## src/rtl/display_pkg.sv

```systemverilog
// display_pkg: shared segment patterns and owner type for the hex display scanner.
package display_pkg;
  localparam logic [0:6] SEG_DASH  = 7'b1111110;
  localparam logic [0:6] SEG_BLANK = 7'b1111111;
  // Active-low a..g, index 0 = segment a.
  localparam logic [0:6] SEG_TABLE [16] = '{
    7'b0000001, 7'b1001111, 7'b0010010, 7'b0000110,
    7'b1001100, 7'b0100100, 7'b0100000, 7'b0001111,
    7'b0000000, 7'b0000100, 7'b0001000, 7'b1100000,
    7'b0110001, 7'b1000010, 7'b0110000, 7'b0111000
  };
  typedef enum logic {OWN_CPU, OWN_DBG} owner_t;
endpackage

```

## src/rtl/seg7_nibble_decode.sv

```systemverilog
// seg7_nibble_decode: combinational hex nibble to active-low 7-segment pattern.
module seg7_nibble_decode
  import display_pkg::*;
(
  input  logic [3:0] i_nib,
  output logic [0:6] o_seg
);
  assign o_seg = SEG_TABLE[i_nib];
endmodule

```

## src/rtl/hex_display_scanner.sv

```systemverilog
// hex_display_scanner: two-requester round-robin hex value display with frame-aligned commit.
// Define LEADING_ZERO_BLANK_EN to blank digits above the most significant nonzero nibble.
module hex_display_scanner
  import display_pkg::*;
#(
  parameter int DIGITS   = 4,
  parameter int SCAN_DIV = 50000
) (
  input  logic                Clk,
  input  logic                ResetN,
  input  logic                CpuValid,
  input  logic [4*DIGITS-1:0] CpuData,
  output logic                CpuReady,
  input  logic                DbgValid,
  input  logic [4*DIGITS-1:0] DbgData,
  output logic                DbgReady,
  output logic                Owner,
  output logic [0:6]          Hex,
  output logic [DIGITS-1:0]   DigitN
);
  localparam int DW = 4 * DIGITS;
  localparam int CW = $clog2(SCAN_DIV);
  localparam int IW = DIGITS > 1 ? $clog2(DIGITS) : 1;
  logic [CW-1:0]     r_div;
  logic [IW-1:0]     r_idx;
  logic [DW-1:0]     r_shown, r_pend_val;
  logic              r_shown_valid, r_pend_valid, r_last_dbg;
  owner_t            r_pend_owner, r_owner;
  logic [0:6]        r_hex;
  logic [DIGITS-1:0] r_digit_n;
  logic              w_tick, w_last, w_frame_end, w_cpu_go, w_dbg_go, w_blank;
  logic [3:0]        w_nib;
  logic [0:6]        w_seg;
  assign w_tick      = r_div == CW'(SCAN_DIV - 1);
  assign w_last      = r_idx == IW'(DIGITS - 1);
  assign w_frame_end = w_tick && w_last;
  assign CpuReady    = !r_pend_valid;
  assign DbgReady    = !r_pend_valid;
  // On a tie the requester not granted last wins.
  assign w_cpu_go    = CpuValid && !r_pend_valid && (!DbgValid || r_last_dbg);
  assign w_dbg_go    = DbgValid && !r_pend_valid && (!CpuValid || !r_last_dbg);
  assign w_nib       = r_shown[{r_idx, 2'b00} +: 4];
`ifdef LEADING_ZERO_BLANK_EN
  logic [DW-1:0] w_upper;
  assign w_upper = r_shown >> {r_idx, 2'b00};
  assign w_blank = r_idx != '0 && w_upper == '0;
`else
  assign w_blank = 1'b0;
`endif
  seg7_nibble_decode u_dec (.i_nib(w_nib), .o_seg(w_seg));
  always_ff @(posedge Clk or negedge ResetN)
    if (!ResetN) begin
      r_div         <= '0;
      r_idx         <= '0;
      r_shown       <= '0;
      r_shown_valid <= 1'b0;
      r_pend_val    <= '0;
      r_pend_valid  <= 1'b0;
      r_pend_owner  <= OWN_CPU;
      r_owner       <= OWN_CPU;
      r_last_dbg    <= 1'b1;
      r_hex         <= SEG_DASH;
      r_digit_n     <= ~DIGITS'(1);
    end else begin
      r_div <= w_tick ? '0 : r_div + CW'(1);
      if (w_tick) r_idx <= w_last ? '0 : r_idx + IW'(1);
      if (r_pend_valid && w_frame_end) begin
        r_shown       <= r_pend_val;
        r_owner       <= r_pend_owner;
        r_shown_valid <= 1'b1;
        r_pend_valid  <= 1'b0;
      end else if (w_cpu_go || w_dbg_go) begin
        r_pend_val   <= w_dbg_go ? DbgData : CpuData;
        r_pend_owner <= w_dbg_go ? OWN_DBG : OWN_CPU;
        r_pend_valid <= 1'b1;
        r_last_dbg   <= w_dbg_go;
      end
      r_hex     <= !r_shown_valid ? SEG_DASH : w_blank ? SEG_BLANK : w_seg;
      r_digit_n <= ~(DIGITS'(1) << r_idx);
    end
  assign Owner  = r_owner;
  assign Hex    = r_hex;
  assign DigitN = r_digit_n;
endmodule

```

## config.mk

```make
export PLATFORM = sky130hd
export DESIGN_NAME = hex_display_scanner
export DESIGN_NICKNAME = d
export VERILOG_FILES = /design/src/rtl/display_pkg.sv /design/src/rtl/seg7_nibble_decode.sv /design/src/rtl/hex_display_scanner.sv
export SDC_FILE = /design/constraint.sdc
export NUM_CORES = 1
export LEC_CHECK = 0
export CORE_MARGIN = 10
export CORE_UTILIZATION = 43
export DETAILED_ROUTE_END_ITERATION = 12
export GPL_ROUTABILITY_DRIVEN = 0
export HOLD_SLACK_MARGIN = 0.08
export PLACE_DENSITY = 0.72
export SLEW_MARGIN = 20
export SYNTH_ARGS = -nofsm -noshare
export SYNTH_HDL_FRONTEND = slang
export SYNTH_SLANG_ARGS = --single-unit
```

## constraint.sdc

```tcl
create_clock -name Clk -period 4 [get_ports Clk]
set_input_delay 0.8 -clock Clk [delete_from_list [all_inputs] [get_ports Clk]]
set_output_delay 0.8 -clock Clk [all_outputs]
set_load 0.03 [all_outputs]
```

==> results of run 1 <==
-- registers in the layout, indices dropped and copies added, names as in the netlist --
signal,count
r_div,16
r_shown,16
r_idx,2
Hex,7
r_pend_val,16
r_last_dbg,1
Owner,1
r_pend_owner,1
r_pend_valid,1
r_shown_valid,1
DigitN,4
-- path summary, 6_finish.rpt --
path / from / endpoint / slack, ns / depth (start not counted)
max: r_pend_valid / CpuReady / 1.53 / 2
min: r_div[0] / r_div[0] / 0.45 / 1
max reg2reg: r_idx[0] / Hex[0] / 1.89 / 5
min reg2reg: r_div[0] / r_div[0] / 0.45 / 1
max in group asynchronous: ResetN / Hex[1] / 2.54 / 2
min in group asynchronous: ResetN / Hex[6] / 0.56 / 1
-- cells by family after synthesis --
logic type,Yosys count
AOI/OAI and AO/OA,50
muxes,25
buffers and inverters,26
DFF,66
xor gates and xnor gates,14
adders and majority gates,12
and+or+nand+nor,70
-- layout by cell type (no fill, tap or decap), types with 3 or more instances in the layout --
cell type / Yosys / layout
sky130_fd_sc_hd__xnor2_1: 7 / 7
sky130_fd_sc_hd__a21oi_1: 3 / 3
sky130_fd_sc_hd__dfrtp_1: 56 / 56
sky130_fd_sc_hd__clkdlybuf4s50_1: 0 / 48
sky130_fd_sc_hd__dfstp_2: 10 / 10
sky130_fd_sc_hd__o22ai_1: 16 / 16
sky130_fd_sc_hd__mux4_2: 4 / 4
sky130_fd_sc_hd__xor2_1: 7 / 7
sky130_fd_sc_hd__nand4_1: 3 / 3
sky130_fd_sc_hd__nor2_1: 11 / 11
sky130_fd_sc_hd__nand3_1: 7 / 7
sky130_fd_sc_hd__nand2_1: 26 / 26
sky130_fd_sc_hd__inv_1: 12 / 12
sky130_fd_sc_hd__mux2_4: 8 / 8
sky130_fd_sc_hd__mux2_2: 10 / 10
sky130_fd_sc_hd__mux2i_1: 3 / 3
sky130_fd_sc_hd__clkbuf_8: 0 / 10
sky130_fd_sc_hd__o21ai_0: 19 / 19
sky130_fd_sc_hd__nor3_1: 4 / 4
sky130_fd_sc_hd__ha_1: 12 / 12
-- metrics by stage --
stage / hold WS, ns / power (W)
5_1_grt: 0.460 / 0.00133
4_1_cts: 0.457 / 0.00130
3_5_place_dp: 0.448 / 0.000763
6_report: 0.452 / 0.00128
3_3_place_gp: 0.436 / 0.000763
2_1_floorplan: 0.425 / 0.000710
-- power by group through the flow --
stage / logic (W) / registers [W] / clock network, W
after floorplan: 0.0000161 / 0.000694 / 0
after global placement: 0.0000668 / 0.000696 / 0
after detailed placement: 0.0000670 / 0.000696 / 0
after CTS: 0.0000674 / 0.000684 / 0.000549
after global routing: 0.0000740 / 0.000685 / 0.000576
final: 0.0000659 / 0.000684 / 0.000531
-- worst max-delay path: stages, from the launching register on --
cell and delay (ns):
sky130_fd_sc_hd__dfrtp_1 0.43, sky130_fd_sc_hd__inv_1 0.19, sky130_fd_sc_hd__clkdlybuf4s50_1 0.71
-- per-layer routing --
layer  share of wire [%]  GRT usage, %  up-vias  wire length (microns)
li1                    -             -     1017                      -
met1                  45          13.4      963                   2680
met2                  44          17.1       64                   2640
met3                 8.9          6.39        8                    530
met4                 1.7          3.82        0                    100
met5                   0             0        -                      0
-- final cells by class --
class                           count  area (sq um)
Timing Repair Buffer               50           493
Sequential cell                    66          1660
Inverter                           12          45.0
Clock inverter                      3          40.0
Tap cell                           96           120
Clock buffer                       12           145
Multi-Input combinational cell    171          1310
Fill cell                         610          3090
==> impl_results.html, run 1 <==
<table>
<tr><th>Metric</th><th>Value</th></tr>
<tr><th colspan="2">Timing</th></tr>
<tr><td>Final worst-path setup slack</td><td>1.53 ns</td></tr>
<tr><td>Max-slew violation count</td><td>0</td></tr>
<tr><td>Setup violations, final</td><td>0</td></tr>
<tr><td>Final critical-path share of the clock period</td><td>61.7%</td></tr>
<tr><td>Tightest Pin Transition</td><td>0.851 ns</td></tr>
<tr><td>Fmax</td><td>0.405 GHz</td></tr>
<tr><td>Setup TNS Final</td><td>0 ns</td></tr>
<tr><td>Normalized max-slew margin</td><td>43.2%</td></tr>
<tr><td>RSZ-0062 raised after global routing</td><td>false</td></tr>
<tr><td>Minimum clock period after layout</td><td>2.47 ns</td></tr>
<tr><td>Clk_skew</td><td>0.00928 ns</td></tr>
<tr><td>Final hold vios</td><td>0</td></tr>
<tr><th colspan="2">Yosys</th></tr>
<tr><td>Top-count cell post-synth</td><td>sky130_fd_sc_hd__dfrtp_1</td></tr>
<tr><td>Share of synthesized area occupied by flip-flops and latches</td><td>53.7%</td></tr>
<tr><td>Number of synthesized register bits</td><td>66</td></tr>
<tr><td>Number of distinct library cells after synthesis</td><td>47</td></tr>
<tr><td>Main synth FF type</td><td>sky130_fd_sc_hd__dfrtp_1</td></tr>
<tr><td>Average cell area after synthesis</td><td>11.8 sq um</td></tr>
<tr><td>Most frequent cells after synthesis</td><td>sky130_fd_sc_hd__dfrtp_1, sky130_fd_sc_hd__nand2_1, sky130_fd_sc_hd__o21ai_0, sky130_fd_sc_hd__o22ai_1</td></tr>
<tr><td>Basic-gate share of the synthesized area counting and, or, nand and nor cells</td><td>11.9%</td></tr>
<tr><td>Count of mapped cells out of synthesis</td><td>263</td></tr>
<tr><td>Share of flip-flops with an asynchronous set or reset after synthesis</td><td>100%</td></tr>
<tr><td>Area share of xor/xnor cells in the synthesized design</td><td>3.95%</td></tr>
<tr><td>Number of enable flip-flop cells after synthesis</td><td>0</td></tr>
<tr><td>Largest area contributor in the synthesized netlist</td><td>sky130_fd_sc_hd__dfrtp_1</td></tr>
<tr><td>Synthesized-area fraction occupied by ao, oa, aoi and oai cells</td><td>9.73%</td></tr>
<tr><td>Synth top area cells</td><td>sky130_fd_sc_hd__dfrtp_1, sky130_fd_sc_hd__dfstp_2, sky130_fd_sc_hd__ha_1, sky130_fd_sc_hd__mux2_4, sky130_fd_sc_hd__mux2_2</td></tr>
<tr><td>Netlist area before placement</td><td>3100 sq um</td></tr>
<tr><td>Syn_nets</td><td>311</td></tr>
<tr><td>Fraction of synthesized area in multiplexers</td><td>11.4%</td></tr>
<tr><td>Adder-Cell Fraction of Synth Area</td><td>4.84%</td></tr>
<tr><td>Yosys top cell area share</td><td>45.2%</td></tr>
<tr><td>Synth Warn #</td><td>0</td></tr>
<tr><td>Dominant combinational cell family by area after synthesis</td><td>simple AND/OR/NAND/NOR gates</td></tr>
<tr><th colspan="2">Die</th></tr>
<tr><td>Total I/O pin count</td><td>50</td></tr>
<tr><td>Initial cell density of the core</td><td>44.9%</td></tr>
<tr><td>Count of standard-cell rows</td><td>30</td></tr>
<tr><td>Die Height</td><td>105 microns</td></tr>
<tr><td>Floorplan die width</td><td>105 microns</td></tr>
<tr><td>Std-Cell Core Area</td><td>6910 sq um</td></tr>
<tr><td>Die ar.</td><td>11,000 sq um</td></tr>
<tr><th colspan="2">Cells and area</th></tr>
<tr><td>Antenna Cells</td><td>0</td></tr>
<tr><td>Layout Area Growth over Synthesis</td><td>23.0%</td></tr>
<tr><td>Net count of the finished layout</td><td>358</td></tr>
<tr><td>Count of placed standard cells in the final layout, fillers left out</td><td>410</td></tr>
<tr><td>Final core utilization</td><td>55.2%</td></tr>
<tr><td>Final instance area</td><td>3810 sq um</td></tr>
<tr><td>Fraction of final layout cells with drive strength greater than 1</td><td>17.5%</td></tr>
<tr><th colspan="2">Critical path</th></tr>
<tr><td>Maximum fanout encountered on the critical timing path</td><td>5</td></tr>
<tr><td>Startpoint-to-endpoint class of the critical path</td><td>register to output pin</td></tr>
<tr><td>Worst Setup Start Kind</td><td>register</td></tr>
<tr><td>Critical Path RT</td><td>3.20 ns</td></tr>
<tr><td>Endpoint arrival time on the critical path</td><td>1.67 ns</td></tr>
<tr><td>Crit path capture type</td><td>output pin</td></tr>
<tr><th colspan="2">Drt</th></tr>
<tr><td>Wire length per cell</td><td>14.5 microns</td></tr>
<tr><td>Residual DRC</td><td>0</td></tr>
<tr><td>Detailed router's first-iteration violation count</td><td>54</td></tr>
<tr><td>Number of vias per cell after detailed routing</td><td>5.00</td></tr>
<tr><td>Total routed wirelength</td><td>5.96 mm</td></tr>
<tr><td>Via count</td><td>2,052</td></tr>
<tr><td>Remaining antenna violation count</td><td>0</td></tr>
<tr><td>Number of optimization iterations in the first detailed-route pass</td><td>4</td></tr>
<tr><th colspan="2">Placement</th></tr>
<tr><td>Count of input and output buffers</td><td>49</td></tr>
<tr><td>Post-placement cell count</td><td>395</td></tr>
<tr><td>Worst slack at placement</td><td>1.29 ns</td></tr>
<tr><td>Post-detailed-placement cell area</td><td>3620 sq um</td></tr>
<tr><td>Dpl hpwl</td><td>4.26 mm</td></tr>
<tr><th colspan="2">Global route</th></tr>
<tr><td>Total gr overflow</td><td>0</td></tr>
<tr><td>Number of global-route vias before repair</td><td>2,207</td></tr>
<tr><td>Pin count of the biggest net entering global routing</td><td>40</td></tr>
<tr><td>First-pass GRT wire length</td><td>10.4 mm</td></tr>
<tr><td>Number of antenna violations at the first check in global routing</td><td>0</td></tr>
<tr><td>Global router's overall resource usage</td><td>11.4%</td></tr>
<tr><th colspan="2">CTS</th></tr>
<tr><td>Clock insertion delay at the later pin of the skew report</td><td>0.34 ns</td></tr>
<tr><td>Worst-case clock buffer depth</td><td>2</td></tr>
<tr><td>Hold_buf cts</td><td>0</td></tr>
<tr><td>Cts repair resizes</td><td>0</td></tr>
<tr><td>Clock tree from TritonCTS</td><td>done</td></tr>
<tr><td>Post-CTS setup buffer count</td><td>0</td></tr>
<tr><td>Clock Sink Count</td><td>66</td></tr>
<tr><td>Total clock buffers created by CTS</td><td>9</td></tr>
<tr><td>H-tree lvl count</td><td>3</td></tr>
<tr><td>Clock-pin slew reported for the worst setup and hold paths after clock tree synthesis</td><td>0.06 ns</td></tr>
<tr><td>CTS root buf</td><td>sky130_fd_sc_hd__clkbuf_8</td></tr>
<tr><th colspan="2">Power</th></tr>
<tr><td>Power share of the sequential group</td><td>53.4%</td></tr>
<tr><td>Power density cells</td><td>336 nW/um^2</td></tr>
<tr><td>Switching Power</td><td>0.000265 W</td></tr>
<tr><td>Int Pwr</td><td>0.00102 W</td></tr>
<tr><td>Switching share of power</td><td>20.7%</td></tr>
<tr><td>Clock network power share</td><td>41.5%</td></tr>
<tr><td>Static leakage</td><td>1.64 nW</td></tr>
<tr><td>Part of the power in combinational logic</td><td>5.1%</td></tr>
<tr><td>Largest voltage drop on the vdd net</td><td>0.178 mV</td></tr>
<tr><th colspan="2">Hold path</th></tr>
<tr><td>Hold crit path type</td><td>register to register</td></tr>
<tr><th colspan="2">Status</th></tr>
<tr><td>Result of the run</td><td>complete, no violations</td></tr>
<tr><th colspan="2">Run</th></tr>
<tr><td>Count of max-cap constraint violations</td><td>0</td></tr>
</table>
(Power assumes the default switching activity.)
==> run 2: changes to the inputs <==
- clock period: 4 -> 2.4 ns (I/O delays scaled with it)
==> impl_results.html, run 2 (synthesis gave the netlist of run 1 again) <==
<table>
<tr><th>Metric</th><th>Value</th></tr>
<tr><th colspan="2">CTS</th></tr>
<tr><td>Clock tree from TritonCTS</td><td>done</td></tr>
<tr><td>Clock Sink Count</td><td>66 (unchanged)</td></tr>
<tr><td>Post-CTS setup buffer count</td><td>0 (unchanged)</td></tr>
<tr><td>Clock-pin slew reported for the worst setup and hold paths after clock tree synthesis</td><td>0.07 ns (about the same)</td></tr>
<tr><td>CTS root buf</td><td>sky130_fd_sc_hd__clkbuf_8</td></tr>
<tr><td>Total clock buffers created by CTS</td><td>9 (unchanged)</td></tr>
<tr><td>Hold_buf cts</td><td>0 (unchanged)</td></tr>
<tr><td>H-tree lvl count</td><td>3 (unchanged)</td></tr>
<tr><td>Clock insertion delay at the later pin of the skew report</td><td>0.34 ns (about the same)</td></tr>
<tr><td>Worst-case clock buffer depth</td><td>2 (unchanged)</td></tr>
<tr><td>Cts repair resizes</td><td>0 (unchanged)</td></tr>
<tr><th colspan="2">Power</th></tr>
<tr><td>Switching Power</td><td>0.000487 W (+84%)</td></tr>
<tr><td>Part of the power in combinational logic</td><td>5.1% (about the same)</td></tr>
<tr><td>Clock network power share</td><td>43.6% (+2.1 points)</td></tr>
<tr><td>Power density cells</td><td>575 nW/um^2 (+71%)</td></tr>
<tr><td>Power share of the sequential group</td><td>51.3% (-2.1 points)</td></tr>
<tr><td>Largest voltage drop on the vdd net</td><td>0.316 mV (+78%)</td></tr>
<tr><td>Switching share of power</td><td>21.9% (+1.2 points)</td></tr>
<tr><td>Static leakage</td><td>1.66 nW (+1.4%)</td></tr>
<tr><td>Int Pwr</td><td>0.00174 W (+71%)</td></tr>
<tr><th colspan="2">Critical path</th></tr>
<tr><td>Endpoint of the worst-slack reg-to-reg timing path</td><td>Hex[0]</td></tr>
<tr><td>Startpoint-to-endpoint class of the critical path</td><td>register to output pin</td></tr>
<tr><td>First element of the critical path</td><td>r_pend_valid</td></tr>
<tr><td>Worst reg2reg startpoint</td><td>r_idx[0]</td></tr>
<tr><td>Crit path capture type</td><td>output pin</td></tr>
<tr><td>Crit path capture</td><td>DbgReady</td></tr>
<tr><td>Maximum fanout encountered on the critical timing path</td><td>5 (unchanged)</td></tr>
<tr><td>Delay of the slowest critical-path stage</td><td>0.70 ns (about the same)</td></tr>
<tr><td>Critical Path RT</td><td>1.92 ns (-1.28 ns)</td></tr>
<tr><td>Total stage count of the critical path</td><td>2 (unchanged)</td></tr>
<tr><td>Endpoint arrival time on the critical path</td><td>1.62 ns (-0.05 ns)</td></tr>
<tr><td>Category of cells accounting for the largest share of critical-path delay</td><td>buffers and inverters</td></tr>
<tr><td>R2r setup slk</td><td>0.31 ns (-1.58 ns)</td></tr>
<tr><td>Cell-by-cell trace of the critical path</td><td>inv_1, clkdlybuf4s50_1</td></tr>
<tr><td>WP buf/inv</td><td>2 (unchanged)</td></tr>
<tr><td>Cell with the biggest individual delay on the critical path</td><td>sky130_fd_sc_hd__clkdlybuf4s50_1</td></tr>
<tr><td>Worst Setup Start Kind</td><td>register</td></tr>
<tr><td>Cell count of the worst reg-to-reg path</td><td>5 (unchanged)</td></tr>
<tr><th colspan="2">Timing</th></tr>
<tr><td>Final hold vios</td><td>0 (unchanged)</td></tr>
<tr><td>Setup TNS Final</td><td>0 ns (unchanged)</td></tr>
<tr><td>Clk_skew</td><td>0.00899 ns (-0.000287 ns)</td></tr>
<tr><td>Max-slew violation count</td><td>0 (unchanged)</td></tr>
<tr><td>Final critical-path share of the clock period</td><td>87.5%</td></tr>
<tr><td>Fmax</td><td>0.476 GHz</td></tr>
<tr><td>Minimum clock period after layout</td><td>2.10 ns</td></tr>
<tr><td>Tightest Pin Transition</td><td>0.610 ns (-0.241 ns)</td></tr>
<tr><td>RSZ-0062 raised after global routing</td><td>false</td></tr>
<tr><td>Final worst hold slack</td><td>0.150 ns (-0.301 ns)</td></tr>
<tr><td>Setup violations, final</td><td>0 (unchanged)</td></tr>
<tr><td>Normalized max-slew margin</td><td>59.3% (+16 points)</td></tr>
<tr><th colspan="2">Status</th></tr>
<tr><td>Result of the run</td><td>complete, no violations</td></tr>
<tr><th colspan="2">Global route</th></tr>
<tr><td>Total gr overflow</td><td>0 (unchanged)</td></tr>
<tr><td>First-pass GRT wire length</td><td>10.3 mm (-0.53%)</td></tr>
<tr><td>Number of global-route vias before repair</td><td>2,143 (-2.9%)</td></tr>
<tr><td>Pin count of the biggest net entering global routing</td><td>34 (-15%)</td></tr>
<tr><td>Global router's overall resource usage</td><td>11.3% (-0.071 points)</td></tr>
<tr><td>Number of antenna violations at the first check in global routing</td><td>0 (unchanged)</td></tr>
<tr><th colspan="2">Cells and area</th></tr>
<tr><td>Most common cell after layout, fill and taps aside</td><td>sky130_fd_sc_hd__dfrtp_1</td></tr>
<tr><td>Most frequent cells in the layout</td><td>sky130_fd_sc_hd__dfrtp_1, sky130_fd_sc_hd__clkdlybuf4s50_1, sky130_fd_sc_hd__nand2_1</td></tr>
<tr><td>Fraction of final layout cells with drive strength greater than 1</td><td>19.2% (+1.7 points)</td></tr>
<tr><td>Net count of the finished layout</td><td>361 (+0.84%)</td></tr>
<tr><td>Antenna Cells</td><td>0 (unchanged)</td></tr>
<tr><td>Final instance area</td><td>3870 sq um (+1.5%)</td></tr>
<tr><td>Layout Area Growth over Synthesis</td><td>24.8%</td></tr>
<tr><td>Registers with the most flip-flops</td><td>r_div x16, r_pend_val x16, r_shown x16</td></tr>
<tr><th colspan="2">Die</th></tr>
<tr><td>Std-Cell Core Area</td><td>6910 sq um (unchanged)</td></tr>
<tr><td>Initial cell density of the core</td><td>44.9% (unchanged)</td></tr>
<tr><td>Total I/O pin count</td><td>50 (unchanged)</td></tr>
<tr><td>Count of standard-cell rows</td><td>30 (unchanged)</td></tr>
<tr><td>Floorplan die width</td><td>105 microns (unchanged)</td></tr>
<tr><td>Die Height</td><td>105 microns (unchanged)</td></tr>
<tr><td>Die ar.</td><td>11,000 sq um (unchanged)</td></tr>
<tr><th colspan="2">Placement</th></tr>
<tr><td>Count of input and output buffers</td><td>49 (unchanged)</td></tr>
<tr><td>Post-detailed-placement cell area</td><td>3660 sq um (+0.97%)</td></tr>
<tr><td>Dpl hpwl</td><td>4.36 mm (+2.5%)</td></tr>
<tr><th colspan="2">Drt</th></tr>
<tr><td>Wire length per cell</td><td>14.1 microns (-3.2%)</td></tr>
<tr><td>Detailed router's first-iteration violation count</td><td>44 (-19%)</td></tr>
<tr><td>Number of optimization iterations in the first detailed-route pass</td><td>4 (unchanged)</td></tr>
<tr><td>Residual DRC</td><td>0 (unchanged)</td></tr>
<tr><td>Via count</td><td>2,039 (-0.63%)</td></tr>
<tr><td>Number of vias per cell after detailed routing</td><td>4.93 (-1.6%)</td></tr>
<tr><td>Remaining antenna violation count</td><td>0 (unchanged)</td></tr>
<tr><td>Total routed wirelength</td><td>5.82 mm (-2.3%)</td></tr>
<tr><th colspan="2">Run</th></tr>
<tr><td>Count of max-cap constraint violations</td><td>0 (unchanged)</td></tr>
<tr><th colspan="2">Hold path</th></tr>
<tr><td>Hold crit path type</td><td>input pin to async pin</td></tr>
</table>
run 2: worst min path at each step:
stage	slack, ns	to
2_1_floorplan	0.18	DigitN[0]
3_3_place_gp	0.44	r_div[0]
3_5_place_dp	0.46	r_div[0]
4_1_cts	0.17	r_shown[1]
5_1_grt	0.18	r_shown[13]
6_report	0.15	Hex[6]
run 2: area by class of cell:
class                           instances  area, sq um
Tap cell                               96          120
Timing Repair Buffer                   53          528
Multi-Input combinational cell        171         1300
Fill cell                             597         3040
Sequential cell                        66         1660
Inverter                               12         45.0
Clock buffer                           11          151
Clock inverter                          5         62.6
run 2: per-layer routing:
metal  global-route usage, %  vias to the layer above  part of all wire [%]
li1                        -                     1028                     -
met1                    14.5                      941                    48
met2                    16.1                       61                    42
met3                    4.85                        9                   8.0
met4                    5.00                        0                   1.8
met5                       0                        -                     0
run 2: per-stage QoR:
stage | setup slack [ns] | std cells | utilization [%] | total power [W]
2_1_floorplan | 0.500 | 263 | - | 0.00118
3_3_place_gp | 0.366 | 398 | 52.9 | 0.00127
3_5_place_dp | 0.272 | 398 | 52.9 | 0.00128
4_1_cts | 0.255 | 414 | 56.0 | 0.00226
5_1_grt | 0.0944 | 414 | 56.0 | 0.00232
6_report | 0.301 | 414 | 56.0 | 0.00222
run 2: worst register-to-register path: stages (launching register included):
cell and delay (ns):
sky130_fd_sc_hd__dfrtp_1 0.56, sky130_fd_sc_hd__mux4_2 0.64, sky130_fd_sc_hd__ha_1 0.25, sky130_fd_sc_hd__or3b_1 0.38, sky130_fd_sc_hd__o221ai_1 0.09, sky130_fd_sc_hd__nand2_1 0.08
run 2: power groups by stage:
stage / clock (W) / sequential (W) / combinational [W]
after floorplan: 0 / 0.00116 / 0.0000268
after global placement: 0 / 0.00116 / 0.000114
after detailed placement: 0 / 0.00116 / 0.000117
after CTS: 0.000999 / 0.00114 / 0.000117
after global routing: 0.00105 / 0.00114 / 0.000128
final: 0.000970 / 0.00114 / 0.000114
